### config.mk
export PLATFORM = sky130hd
export DESIGN_NAME = feeder_timing_core_flat
export DESIGN_NICKNAME = d
export VERILOG_FILES = /design/src/rtl/feeder_timing_core_pkg.sv /design/src/rtl/feeder_timing_core_if.sv /design/src/rtl/feeder_timing_core_period_counter.sv /design/src/rtl/feeder_timing_core.sv /design/src/flat_wrapper.sv
export SDC_FILE = /design/constraint.sdc
export NUM_CORES = 1
export LEC_CHECK = 0
export BUFFER_PORTS_ARGS = -buffer_cell sky130_fd_sc_hd__buf_2
export CELL_PAD_IN_SITES_DETAIL_PLACEMENT = 1
export CELL_PAD_IN_SITES_GLOBAL_PLACEMENT = 1
export CORE_MARGIN = 8
export CORE_UTILIZATION = 38
export DETAILED_ROUTE_END_ITERATION = 10
export PLACE_DENSITY_LB_ADDON = 0.1
export REMOVE_ABC_BUFFERS = 1
export SYNTH_ARGS = -nofsm -noshare
export SYNTH_HDL_FRONTEND = slang
export SYNTH_HIERARCHICAL = 1
export SYNTH_SLANG_ARGS = --single-unit
### constraint.sdc
create_clock -name clock -period 2.95 [get_ports clock]
set_input_delay 0.885 -clock clock [delete_from_list [all_inputs] [get_ports clock]]
set_output_delay 0.885 -clock clock [all_outputs]
set_load 0.01 [all_outputs]
### src/rtl/feeder_timing_core_pkg.sv
// Shared definitions for the pet feeder timing core: option codes and
// default sizing for the pour length, interval sum and interval counter.
package feeder_timing_core_pkg;

   typedef enum logic [2:0] {
      OPT_IDLE      = 3'd0,
      OPT_POUR_FOOD = 3'd1,
      OPT_STOP_FOOD = 3'd2,
      OPT_INTERVAL  = 3'd3,
      OPT_RESET     = 3'd4
   } option_e;

   localparam int FOOD_CYCLES_DEF = 10;
   localparam int SUM_W_DEF       = 16;
   localparam int ICNT_W_DEF      = 21;

endpackage

### src/rtl/feeder_timing_core_if.sv
// Control/status bundle between the option FSM (master) and the timing core (slave).
interface feeder_timing_core_if
   import feeder_timing_core_pkg::*;
#(
   parameter int SUM_W  = SUM_W_DEF,
   parameter int ICNT_W = ICNT_W_DEF
);
   logic [3:0]        keyboard_digit;
   logic              digit_enable;
   logic [2:0]        keyboard_option;
   logic              count_enable;
   logic              count_reset;
   logic              interval_enable;
   logic              interval_reset;
   logic [SUM_W-1:0]  interval;
   logic [3:0]        food_count;
   logic [ICNT_W-1:0] interval_count;
   logic              switch_f_c;
   logic              switch_i_c;
   logic              food_switch;

   modport master (
      output keyboard_digit, digit_enable, keyboard_option,
             count_enable, count_reset, interval_enable, interval_reset,
      input  interval, food_count, interval_count,
             switch_f_c, switch_i_c, food_switch
   );

   modport slave (
      input  keyboard_digit, digit_enable, keyboard_option,
             count_enable, count_reset, interval_enable, interval_reset,
      output interval, food_count, interval_count,
             switch_f_c, switch_i_c, food_switch
   );
endinterface

### src/rtl/feeder_timing_core_period_counter.sv
// Periodic pour timer: counts 0..FOOD_CYCLES+interval-1, active for the first FOOD_CYCLES counts.
module feeder_timing_core_period_counter
   import feeder_timing_core_pkg::*;
#(
   parameter int FOOD_CYCLES = FOOD_CYCLES_DEF,
   parameter int SUM_W       = SUM_W_DEF,
   parameter int ICNT_W      = ICNT_W_DEF
) (
   input  logic              clock,
   input  logic              reset,
   input  logic              enable,
   input  logic              clear,
   input  logic [SUM_W-1:0]  interval,
   output logic [ICNT_W-1:0] count,
   output logic              active
);
   logic              interval_nz;
   logic [ICNT_W-1:0] period_last;

   assign interval_nz = |interval;
   assign period_last = ICNT_W'(interval) + ICNT_W'(FOOD_CYCLES - 1);

   // >= rather than == so a shrunken interval mid-run still wraps to 0
   always_ff @(posedge clock or negedge reset) begin
      if (!reset)
         count <= '0;
      else if (clear)
         count <= '0;
      else if (enable && interval_nz)
         count <= (count >= period_last) ? '0 : count + ICNT_W'(1);
   end

   assign active = reset & enable & interval_nz & (count < ICNT_W'(FOOD_CYCLES));
endmodule

### src/rtl/feeder_timing_core.sv
// Pet feeder timing core: saturating digit accumulator, single-pour food
// counter, periodic interval counter and the food_switch output decode.
module feeder_timing_core
   import feeder_timing_core_pkg::*;
#(
   parameter int FOOD_CYCLES = FOOD_CYCLES_DEF,
   parameter int SUM_W       = SUM_W_DEF,
   parameter int ICNT_W      = ICNT_W_DEF
) (
   input logic                 clock,
   input logic                 reset,
   feeder_timing_core_if.slave bus
);
   logic [SUM_W-1:0]  interval_r;
   logic [3:0]        food_count_r;
   logic [ICNT_W-1:0] interval_count_w;
   logic              switch_f_c_w;
   logic              switch_i_c_w;

   function automatic logic [SUM_W-1:0] sat_add(input logic [SUM_W-1:0] a,
                                                input logic [3:0]       d);
      logic [SUM_W:0] s;
      s = {1'b0, a} + {{(SUM_W-3){1'b0}}, d};
      return s[SUM_W] ? {SUM_W{1'b1}} : s[SUM_W-1:0];
   endfunction

   always_ff @(posedge clock or negedge reset) begin
      if (!reset)
         interval_r <= '0;
      else if (bus.digit_enable)
         interval_r <= sat_add(interval_r, bus.keyboard_digit);
   end

   always_ff @(posedge clock or negedge reset) begin
      if (!reset)
         food_count_r <= '0;
      else if (bus.count_reset)
         food_count_r <= '0;
      else if (bus.count_enable && (food_count_r < 4'(FOOD_CYCLES)))
         food_count_r <= food_count_r + 4'd1;
   end

   // Gated by reset so the actuator is off while reset is held, even with enables high
   assign switch_f_c_w = reset & bus.count_enable & (food_count_r < 4'(FOOD_CYCLES));

   feeder_timing_core_period_counter #(
      .FOOD_CYCLES (FOOD_CYCLES),
      .SUM_W       (SUM_W),
      .ICNT_W      (ICNT_W)
   ) u_period_counter (
      .clock    (clock),
      .reset    (reset),
      .enable   (bus.interval_enable),
      .clear    (bus.interval_reset),
      .interval (interval_r),
      .count    (interval_count_w),
      .active   (switch_i_c_w)
   );

   assign bus.interval       = interval_r;
   assign bus.food_count     = food_count_r;
   assign bus.interval_count = interval_count_w;
   assign bus.switch_f_c     = switch_f_c_w;
   assign bus.switch_i_c     = switch_i_c_w;
   assign bus.food_switch    = ((bus.keyboard_option == OPT_POUR_FOOD) & switch_f_c_w) |
                               ((bus.keyboard_option == OPT_INTERVAL)  & switch_i_c_w);
endmodule

### src/flat_wrapper.sv
// flat-port wrapper written by rule: the top's interface ports become plain ports
module feeder_timing_core_flat import feeder_timing_core_pkg::*;
#(
   parameter int FOOD_CYCLES = FOOD_CYCLES_DEF,
   parameter int SUM_W       = SUM_W_DEF,
   parameter int ICNT_W      = ICNT_W_DEF
)
  (clock, reset, bus_keyboard_digit, bus_digit_enable, bus_keyboard_option, bus_count_enable, bus_count_reset, bus_interval_enable, bus_interval_reset, bus_interval, bus_food_count, bus_interval_count, bus_switch_f_c, bus_switch_i_c, bus_food_switch);
  feeder_timing_core_if #(.SUM_W(SUM_W), .ICNT_W(ICNT_W)) bus_i ();
  input logic clock;
  input logic reset;
  input wire logic [$bits(bus_i.keyboard_digit)-1:0] bus_keyboard_digit;
  input wire logic [$bits(bus_i.digit_enable)-1:0] bus_digit_enable;
  input wire logic [$bits(bus_i.keyboard_option)-1:0] bus_keyboard_option;
  input wire logic [$bits(bus_i.count_enable)-1:0] bus_count_enable;
  input wire logic [$bits(bus_i.count_reset)-1:0] bus_count_reset;
  input wire logic [$bits(bus_i.interval_enable)-1:0] bus_interval_enable;
  input wire logic [$bits(bus_i.interval_reset)-1:0] bus_interval_reset;
  output wire logic [$bits(bus_i.interval)-1:0] bus_interval;
  output wire logic [$bits(bus_i.food_count)-1:0] bus_food_count;
  output wire logic [$bits(bus_i.interval_count)-1:0] bus_interval_count;
  output wire logic [$bits(bus_i.switch_f_c)-1:0] bus_switch_f_c;
  output wire logic [$bits(bus_i.switch_i_c)-1:0] bus_switch_i_c;
  output wire logic [$bits(bus_i.food_switch)-1:0] bus_food_switch;
  assign bus_i.keyboard_digit = bus_keyboard_digit;
  assign bus_i.digit_enable = bus_digit_enable;
  assign bus_i.keyboard_option = bus_keyboard_option;
  assign bus_i.count_enable = bus_count_enable;
  assign bus_i.count_reset = bus_count_reset;
  assign bus_i.interval_enable = bus_interval_enable;
  assign bus_i.interval_reset = bus_interval_reset;
  assign bus_interval = bus_i.interval;
  assign bus_food_count = bus_i.food_count;
  assign bus_interval_count = bus_i.interval_count;
  assign bus_switch_f_c = bus_i.switch_f_c;
  assign bus_switch_i_c = bus_i.switch_i_c;
  assign bus_food_switch = bus_i.food_switch;
  feeder_timing_core #(.FOOD_CYCLES(FOOD_CYCLES), .SUM_W(SUM_W), .ICNT_W(ICNT_W)) u_core (.clock(clock), .reset(reset), .bus(bus_i));
endmodule
After elaboration in Yosys (flattened, before gate mapping)
Index checks and enable logic that the tools add are counted.
W data, S select, Z words.
Storage, ports and cells
  register bits after elaboration: 41
  input bits: 14
  logic and storage cells: 31
Operators by class
  add/subtract/negate cells: 4
  order comparisons: 3
  equal/unequal tests: 2
  muxes and demuxes: 6
  bitwise gates (word level): 8
  reductions and logical operators: 5
Operators by type and width (number)
  $mux W21: 3
  $add A21 B1 Y21 const B: 1
  $ge A21 B17 Y1: 1
  $lt A21 B4 Y1 const B: 1
  $add A16 B4 Y17: 1
  $add A16 B4 Y17 const B: 1
  $mux W16: 1
  $reduce_or A16 Y1: 1
  $mux W4: 2
  $and A1 B1 Y1: 7
  $add A4 B1 Y4 const B: 1
  $lt A4 B4 Y1 const B: 1
  $reduce_bool A2 Y1: 2
  $eq A3 B1 Y1 const B: 1
  $eq A3 B2 Y1 const B: 1
  $logic_and A1 B1 Y1: 2
  $or A1 B1 Y1: 1

Logic depth before layout (Yosys ltp)
Gate-level depths: netlist of run 1.
  depth after elaboration: 5
  mapped depth: 14

By module
Netlist of run 1, hierarchy kept.
Modules (own cells, without submodules)
  feeder_timing_core_period_counter: times used 1, cells an instance 222, area an instance 1908.1 um2
  feeder_timing_core: times used 1, cells an instance 121, area an instance 1144.8 um2

Worst setup path after synthesis of run 1
No wires, ideal clock.
  path kind: register -> register
  from: reg u_core.interval_r[1], in the netlist u_core/bus.interval[1]
  to: reg u_core.u_period_counter.count[9]
  setup time: 0.092 ns
  arrival: 2.895 ns
  required time: 2.858 ns
  path slack: -0.037 ns
  cell stages (with the launch flop): 15
  buffers on the path: 1
  path through: dfrtp_1 -> ha_1 -> a21oi_1 -> nor2_1 -> and3_1 -> nor2b_1 -> nand3_1 -> xor2_1 -> ha_1 -> a211oi_1 -> o211ai_1 -> a21oi_2 -> nand3_4 -> buf_12 -> o31ai_2
Between the ends
  word-level cells in the longest chain between the ends: 5
  elaborated cells between the ends (all ways): 8
  those cells by class: add/sub: 1; order compare: 1; mux: 3; reduce/logical: 3
RTL lines
  from (decl): RTL line feeder_timing_core.sv:14  | logic [SUM_W-1:0] interval_r;
  from (signal assigned): RTL line feeder_timing_core.sv:31  | interval_r <= sat_add(interval_r, bus.keyboard_digit);
  $add A16 B4 Y17: RTL line feeder_timing_core_period_counter.sv:21  | assign period_last = ICNT_W'(interval) + ICNT_W'(FOOD_CYCLES - 1);
  $ge A21 B17 Y1: RTL line feeder_timing_core_period_counter.sv:30  | count <= (count >= period_last) ? '0 : count + ICNT_W'(1);
  $mux W21: RTL line feeder_timing_core_period_counter.sv:30
  $mux W21: RTL line feeder_timing_core_period_counter.sv:29  | else if (enable && interval_nz)
  $mux W21: RTL line feeder_timing_core_period_counter.sv:27  | else if (clear)
  to (signal assigned): RTL line feeder_timing_core_period_counter.sv:30
  to (decl): RTL line feeder_timing_core_period_counter.sv:14  | output logic [ICNT_W-1:0] count,
Several ways; a longest one is shown, not always the timed one. The select of a mux whose other input is x is not followed.
A chain may end at the register's enable or synchronous reset.

Worst setup path in the final report of run 1
  from: reg u_core.interval_r[0], in the netlist u_core/bus.interval[0]
  to: out bus_food_switch
Between the ends
  word-level cells in the longest chain between the ends: 5
RTL lines
  $reduce_or A16 Y1: RTL line feeder_timing_core_period_counter.sv:20  | assign interval_nz = |interval;
  $and A1 B1 Y1 (2 in series): RTL line feeder_timing_core_period_counter.sv:33  | assign active = reset & enable & interval_nz & (count < ICNT_W'(FOOD_CYCLES));
  $and A1 B1 Y1: RTL line feeder_timing_core.sv:66  | ((bus.keyboard_option == OPT_INTERVAL) & switch_i_c_w);
  $or A1 B1 Y1: RTL line feeder_timing_core.sv:65  | assign bus.food_switch = ((bus.keyboard_option == OPT_POUR_FOOD) & switch_f_c_w) |
  to (decl): RTL line flat_wrapper.sv:24  | output wire logic [$bits(bus_i.food_switch)-1:0] bus_food_switch;
No other way between the ends.

==> metrics.md, run 1 <==
| Metric | Value |
|---|---|
| HPWL after DPL | `7210 um` |
| First-pass GRT wire length | `16,300 um` |
| Largest net degree at the start of global routing | `42` |
| Post-synthesis adder-cell area fraction | `0.109` |
| Antenna-violating nets left | `0` |
| XOR/XNOR Fraction of Synth Area | `0.0717` |
| Final core utilization | `0.516` |
| Setup Total Neg Slack | `-28.1 ps` |
| H-tree Lvls | `2` |
| Area Growth Syn to Fin | `31.3%` |
| Vias in the first global route | `3,204` |
| Maximum clock frequency | `0.336 GHz` |
| VDD IR max | `0.595 mV` |
| Global Route Usage Sum | `0.177` |
| PnR worst setup slack | `-28.1 ps` |
| Largest family of logic cells by synthesized area | `simple AND/OR/NAND/NOR gates` |
| CTS Root Cell | `clkbuf_8` |
| Via count | `3,063` |
| PD cells | `606 mW/mm2` |
| Final number of hold-violating endpoints | `0` |
| DRC Markers | `0` |
| Die width | `106 um` |
| Skew final | `8.32 ps` |
| CP Data Required Time | `2070 ps` |
| Crit path max fanout | `4` |
| Final setup fails | `1` |
| Cell count after synthesis | `343` |
| Worst min-delay path category | `register to register` |
| Hold WS | `536 ps` |
| P_leak | `1.88 nW` |
| DR vias/cell | `5.59` |
| Main synth FF type | `dfrtp_1` |
| Initial antenna violation count | `0` |
| Tmin final | `2980 ps` |
| Max-Cap Viols | `0` |
| Ys async rst share | `1.00` |
| Dpl cells | `532` |
| Routed WL | `9940 um` |
| Simple-gate share of the synthesized area | `0.262` |
| Antenna Diode Count | `0` |
| CTS buffer count | `5` |
| Syn avg cell area | `8.90 um2` |
| Placeable core region | `0.00777 mm2` |
| Nets | `485` |
| DIE AREA | `0.0112 mm2` |
| CTS sink cnt | `41` |
| Clk slew on worst S/H paths | `80 ps` |
| Number of port buffers | `57` |
| Endpoint class of the critical path | `output pin` |
| RSZ-0062 raised after global routing | `true` |
| Max-slew violations | `0` |
| Initial drt markers | `55` |
| Failing checks | `negative setup slack` |
| Post-synthesis compound-gate area fraction | `0.167` |
| Die Span Y | `106 um` |
| Ys Warns | `6` |
| Clock Latency Late Sink | `300 ps` |
| Multiplexer share of the synthesized area | `0.00697` |
| Gpl congestion | `0.779` |
| Share of layout cells above drive strength 1 | `0.330` |
| IO Pins | `58` |
| Final worst path period share | `1.01` |
| Status | `finished with violations` |
| Rows | `32` |
| Setup CP Type | `register to output pin` |
| Fill cells | `958` |
| Flops & latches, synth | `41` |
| Critical Path AT | `2090 ps` |
| CTS Buffer Depth | `2` |
| CTS tree | `yes` |
| Length of the first detailed-routing pass in iterations | `5` |
| Total gr overflow | `0` |
| Routed len/inst | `18.1 um` |
| Rel. slew slack | `0.544` |
| Layout Cells excl Fill | `548` |
| Starting Density | `0.393` |
| Synth unique cells | `59` |
| Number of synthesized flops with an enable pin | `0` |
| Sequential area share after synthesis | `0.336` |
| Syn Std Cell Area | `0.00305 mm2` |
| Worst setup SP type | `register` |
| Worst slew pin tran | `683 ps` |
==> logic make-up after synthesis <==
kind of cell / after synthesis
AO/OA/AOI/OAI: 75
XOR/XNOR: 25
adder cells (fa/ha/maj): 26
buffers and inverters: 29
flip-flops: 41
multiplexers: 2
AND/OR/NAND/NOR: 145
==> power by group <==
part           leakage (nW)  total (mW)  internal, mW  switching, mW
Clock                0.0681       0.552         0.337          0.216
Combinational          1.27        1.17         0.530          0.638
Sequential            0.545       0.709         0.627         0.0824
Total                  1.88        2.43          1.49          0.936
==> Yosys cell counts (4+ instances only) <==
library cell | instances | area [um2]
xor2_1 | 12 | 105
o21ai_1 | 5 | 25.0
nor4_1 | 7 | 43.8
o22ai_2 | 4 | 50.1
xnor2_1 | 13 | 114
a31oi_1 | 12 | 75.1
nor2_1 | 21 | 78.8
dfrtp_1 | 41 | 1030
a21oi_1 | 15 | 75.1
nand3_1 | 27 | 135
o21ai_0 | 11 | 55.1
nor3_1 | 5 | 25.0
ha_1 | 25 | 313
nand4_1 | 14 | 87.6
nand2b_1 | 4 | 25.0
inv_1 | 21 | 78.8
and3_1 | 9 | 56.3
nand2_1 | 34 | 128
==> per-layer routing <==
metal | track usage | part of all wire | routed length (um) | up-vias
met5 | 0 | 0 | 0 | -
met4 | 0.0432 | 0.012 | 124 | 0
met3 | 0.0335 | 0.034 | 340 | 9
met2 | 0.321 | 0.52 | 5160 | 68
met1 | 0.210 | 0.43 | 4320 | 1510
li1 | - | - | - | 1476
==> layout make-up <==
cell class,count,area [um2],share of cell area
Multi-Input combinational cell,274,1990,0.496
Sequential cell,41,1030,0.256
Timing Repair Buffer,102,647,0.161
Tap cell,102,128,0.0318
Inverter,21,83.8,0.0209
Clock buffer,5,68.8,0.0172
Clock inverter,3,65.1,0.0162
==> worst paths after layout <==
kind / to / slack, ps / cells after the start / startpoint
max in group asynchronous: u_core/bus.interval[1] / 1860 / 2 / reset
worst min-delay path: u_core/bus.food_count[3] / 540 / 2 / u_core/bus.food_count[3]
worst max register to register: u_core/u_period_counter/count[8] / 10 / 16 / u_core/bus.interval[0]
worst max-delay path: bus_food_switch / -30 / 10 / u_core/bus.interval[0]
min in group asynchronous: u_core/u_period_counter/count[20] / 710 / 2 / reset
worst min register to register: u_core/bus.food_count[3] / 540 / 2 / u_core/bus.food_count[3]
==> through the flow <==
step	power (mW)	worst slack [ps]	instance area (um2)
2_1_floorplan	1.30	-246	2990
3_3_place_gp	1.70	85.3	3700
3_5_place_dp	1.73	-107	3700
4_1_cts	2.36	-72.1	3930
5_1_grt	2.60	-187	4010
6_report	2.43	-28.1	4010
==> registers in the layout, indices dropped and copies added (netlist names) <==
register	flops
u_core/bus.food_count	4
u_core/bus.interval	16
u_core/u_period_counter/count	21
==> layout by cell type (no fill, tap or decap), types with 11 or more instances in the layout <==
master	Yosys	layout
nand4_1	14	14
dfrtp_1	41	41
nand3_1	27	27
buf_2	3	57
buf_4	2	41
a21oi_1	15	13
nor2_1	21	19
inv_1	21	19
ha_1	25	23
a31oi_1	12	11
xnor2_1	13	13
nand2_1	34	34
xor2_1	12	12
==> critical path, stage by stage (launching register included) <==
cell	delay, ps
dfrtp_1	410
buf_6	140
inv_6	60
ha_4	120
nor4b_4	190
nand4_1	170
and2_4	210
and4_4	170
mux2i_1	120
nor3b_1	60
buf_2	130
==> what timing repair did <==
item                                    4_1_cts  5_1_grt
cloned                                        1        0
pin swaps                                     9        3
endpoints found under the setup margin       19       21
setup buffers                                 3        4
gates resized for setup                      15       13
hold buffers                                  0        0
(Power assumes the default switching activity.)
==> run 2: changes to the inputs <==
--- a/config.mk
+++ b/config.mk
@@ -8,9 +8,10 @@
 export BUFFER_PORTS_ARGS = -buffer_cell sky130_fd_sc_hd__buf_2
 export CELL_PAD_IN_SITES_DETAIL_PLACEMENT = 1
 export CELL_PAD_IN_SITES_GLOBAL_PLACEMENT = 1
-export CORE_MARGIN = 8
+export CORE_MARGIN = 2
 export CORE_UTILIZATION = 38
 export DETAILED_ROUTE_END_ITERATION = 10
+export HOLD_SLACK_MARGIN = 0.12
 export PLACE_DENSITY_LB_ADDON = 0.1
 export REMOVE_ABC_BUFFERS = 1
 export SYNTH_ARGS = -nofsm -noshare
==> run 2 against run 1 <==
Compared with the run above: the flow still finishes with violations (negative setup slack); sequential cell count did not move; final area rose by 0.84%; first-iteration DRC count rose by 1.8%; core utilization rose by 0.43 points; sequential power barely moved; die area fell by 21%; clock-buffer cell count rose by 1; non-clock buffer count fell by 5; power fell by 4.9%; sequential share of layout area fell by 0.21 points; critical path depth fell by 4.
==> metrics.md, run 2 (synthesized netlist as in run 1, its figures left out) <==
| Metric | Value |
|---|---|
| Max reg flops | `21` |
| First-pass GRT wire length | `14,800 um` |
| PD cells | `572 mW/mm2` |
| Dpl ws | `-13.1 ps` |
| CTS buffer count | `5` |
| H-tree Lvls | `2` |
| Global Route Usage Sum | `0.212` |
| Maximum clock frequency | `0.334 GHz` |
| IO Pins | `58` |
| Most flop-heavy register | `u_core/u_period_counter/count` |
| Share of layout cells above drive strength 1 | `0.345` |
| Critical Path AT | `2110 ps` |
| Total gr overflow | `0` |
| VDD IR max | `0.334 mV` |
| Tot Pwr | `2.31 mW` |
| Final setup fails | `1` |
| Clock Latency Late Sink | `310 ps` |
| Final number of hold-violating endpoints | `0` |
| PnR worst setup slack | `-44.3 ps` |
| Max-Cap Viols | `0` |
| Rows | `32` |
| Most common cell after layout, fill and taps aside | `buf_2` |
| Skew final | `17.9 ps` |
| Antenna-violating nets left | `0` |
| Starting Density | `0.393` |
| Met3 GRT Util | `0.0338` |
| RSZ-0062 raised after global routing | `true` |
| Worst setup SP type | `register` |
| Largest net degree at the start of global routing | `42` |
| CP Data Required Time | `2070 ps` |
| Setup Total Neg Slack | `-44.3 ps` |
| Max-slew violations | `0` |
| Hold WS | `556 ps` |
| CTS sink cnt | `41` |
| Gpl congestion | `0.792` |
| Die Span Y | `93.6 um` |
| Number of port buffers | `57` |
| CTS tree | `yes` |
| Logic pwr share | `0.483` |
| Die width | `93.6 um` |
| Endpoint class of the critical path | `output pin` |
| Tmin final | `2990 ps` |
| Vias in the first global route | `3,007` |
| Most frequent cells in the layout | `buf_2, dfrtp_1, buf_4, nand2_1, nand3_1` |
| Worst slew pin tran | `863 ps` |
| Internal power | `1.42 mW` |
| Length of the first detailed-routing pass in iterations | `4` |
| Busiest grt layer | `met2` |
| Failing checks | `negative setup slack` |
| Setup CP Type | `register to output pin` |
| Status | `finished with violations` |
| Sw Ratio | `0.386` |
| CTS Root Cell | `clkbuf_8` |
| Clk slew on worst S/H paths | `90 ps` |
| Final worst path period share | `1.02` |
| Sw Pwr | `892 uW` |
| Crit path max fanout | `2` |
| Antenna Diode Count | `0` |
| Clk pwr share | `0.211` |
| DR vias/cell | `5.57` |
| M2 GR Usage | `0.385` |
| Via count | `3,025` |
| Hold path depth | `2` |
| Routed WL | `9180 um` |
| Placeable core region | `0.00777 mm2` |
| Initial drt markers | `56` |
| P_leak | `1.85 nW` |
| HPWL after DPL | `6730 um` |
| Final Instance Area | `0.00404 mm2` |
| Reg2Reg Setup Slack | `40 ps` |
| DIE AREA | `0.00877 mm2` |
| CTS Buffer Depth | `2` |
| Worst min-delay path category | `register to register` |
| Sequential Power Share | `0.305` |
| Routed len/inst | `16.9 um` |
| Placed instance area | `0.00364 mm2` |
| Nets | `480` |
| R2r worst-path depth | `16` |
| Met1 GRT Util | `0.262` |
| Area Growth Syn to Fin | `32.4%` |
| DRC Markers | `0` |
| Initial antenna violation count | `0` |
| Rel. slew slack | `0.425` |
[run 2: cell count changes in the layout (fill, tap and decap cells not counted), sizes merged]
cell | previous run | this run
bufinv | 2 | 1
clkinvlp | 0 | 1
clkinv | 1 | 0
buf | 102 | 97
clkbuf | 5 | 6
[run 2: repair_timing]
| item | CTS | global route |
|---|---|---|
| hold buffers | 0 | 0 |
| endpoints found under the setup margin | 3 | 21 |
| cloned | 1 | 1 |
| pin swaps | 8 | 14 |
| setup buffers | 5 | 4 |
| resized for setup | 14 | 27 |
[run 2: final cells by class]
class,count,area (um2)
inverter,21,78.8
clock inverter,2,37.5
multi-input combinational,274,2070
clock buffer,6,82.6
timing repair buffer,97,617
sequential,41,1030
fill,941,3730
tap,102,128
[run 2: per-layer routing]
metal / part of all wire / wire [um]
met1: 0.44 / 4060
met2: 0.52 / 4750
met3: 0.029 / 264
met4: 0.010 / 96
met5: 0 / 0
[run 2: metrics by stage]
step / instances / util
after global placement: 524 / 0.468
final: 543 / 0.520
after CTS: 538 / 0.498
after floorplan: 335 / -
after global routing: 543 / 0.520
after detailed placement: 524 / 0.468
[run 2: critical path, stage by stage, from the launching register on]
cell and delay [ps]:
dfrtp_1 400, or4_4 560, nor4_4 210, and4_4 250, mux2i_1 70, nor3b_1 160
buf_2 150
[run 2: power groups by stage]
stage	sequential, mW	combinational (mW)	clock (mW)
floorplan	0.808	0.495	0
global placement	0.697	0.969	0
detailed placement	0.702	1.00	0
CTS	0.699	1.05	0.496
global route	0.714	1.24	0.520
finish	0.706	1.12	0.489
[run 2: final timing paths]
check	end	startpoint
setup / recovery	bus_food_switch	u_core/u_period_counter/count[10]
hold / removal	u_core/bus.food_count[3]	u_core/bus.food_count[3]
setup reg to reg	u_core/u_period_counter/count[9]	u_core/bus.interval[1]
hold reg to reg	u_core/bus.food_count[3]	u_core/bus.food_count[3]
max in group asynchronous	u_core/bus.interval[1]	reset
min in group asynchronous	u_core/bus.food_count[2]	reset
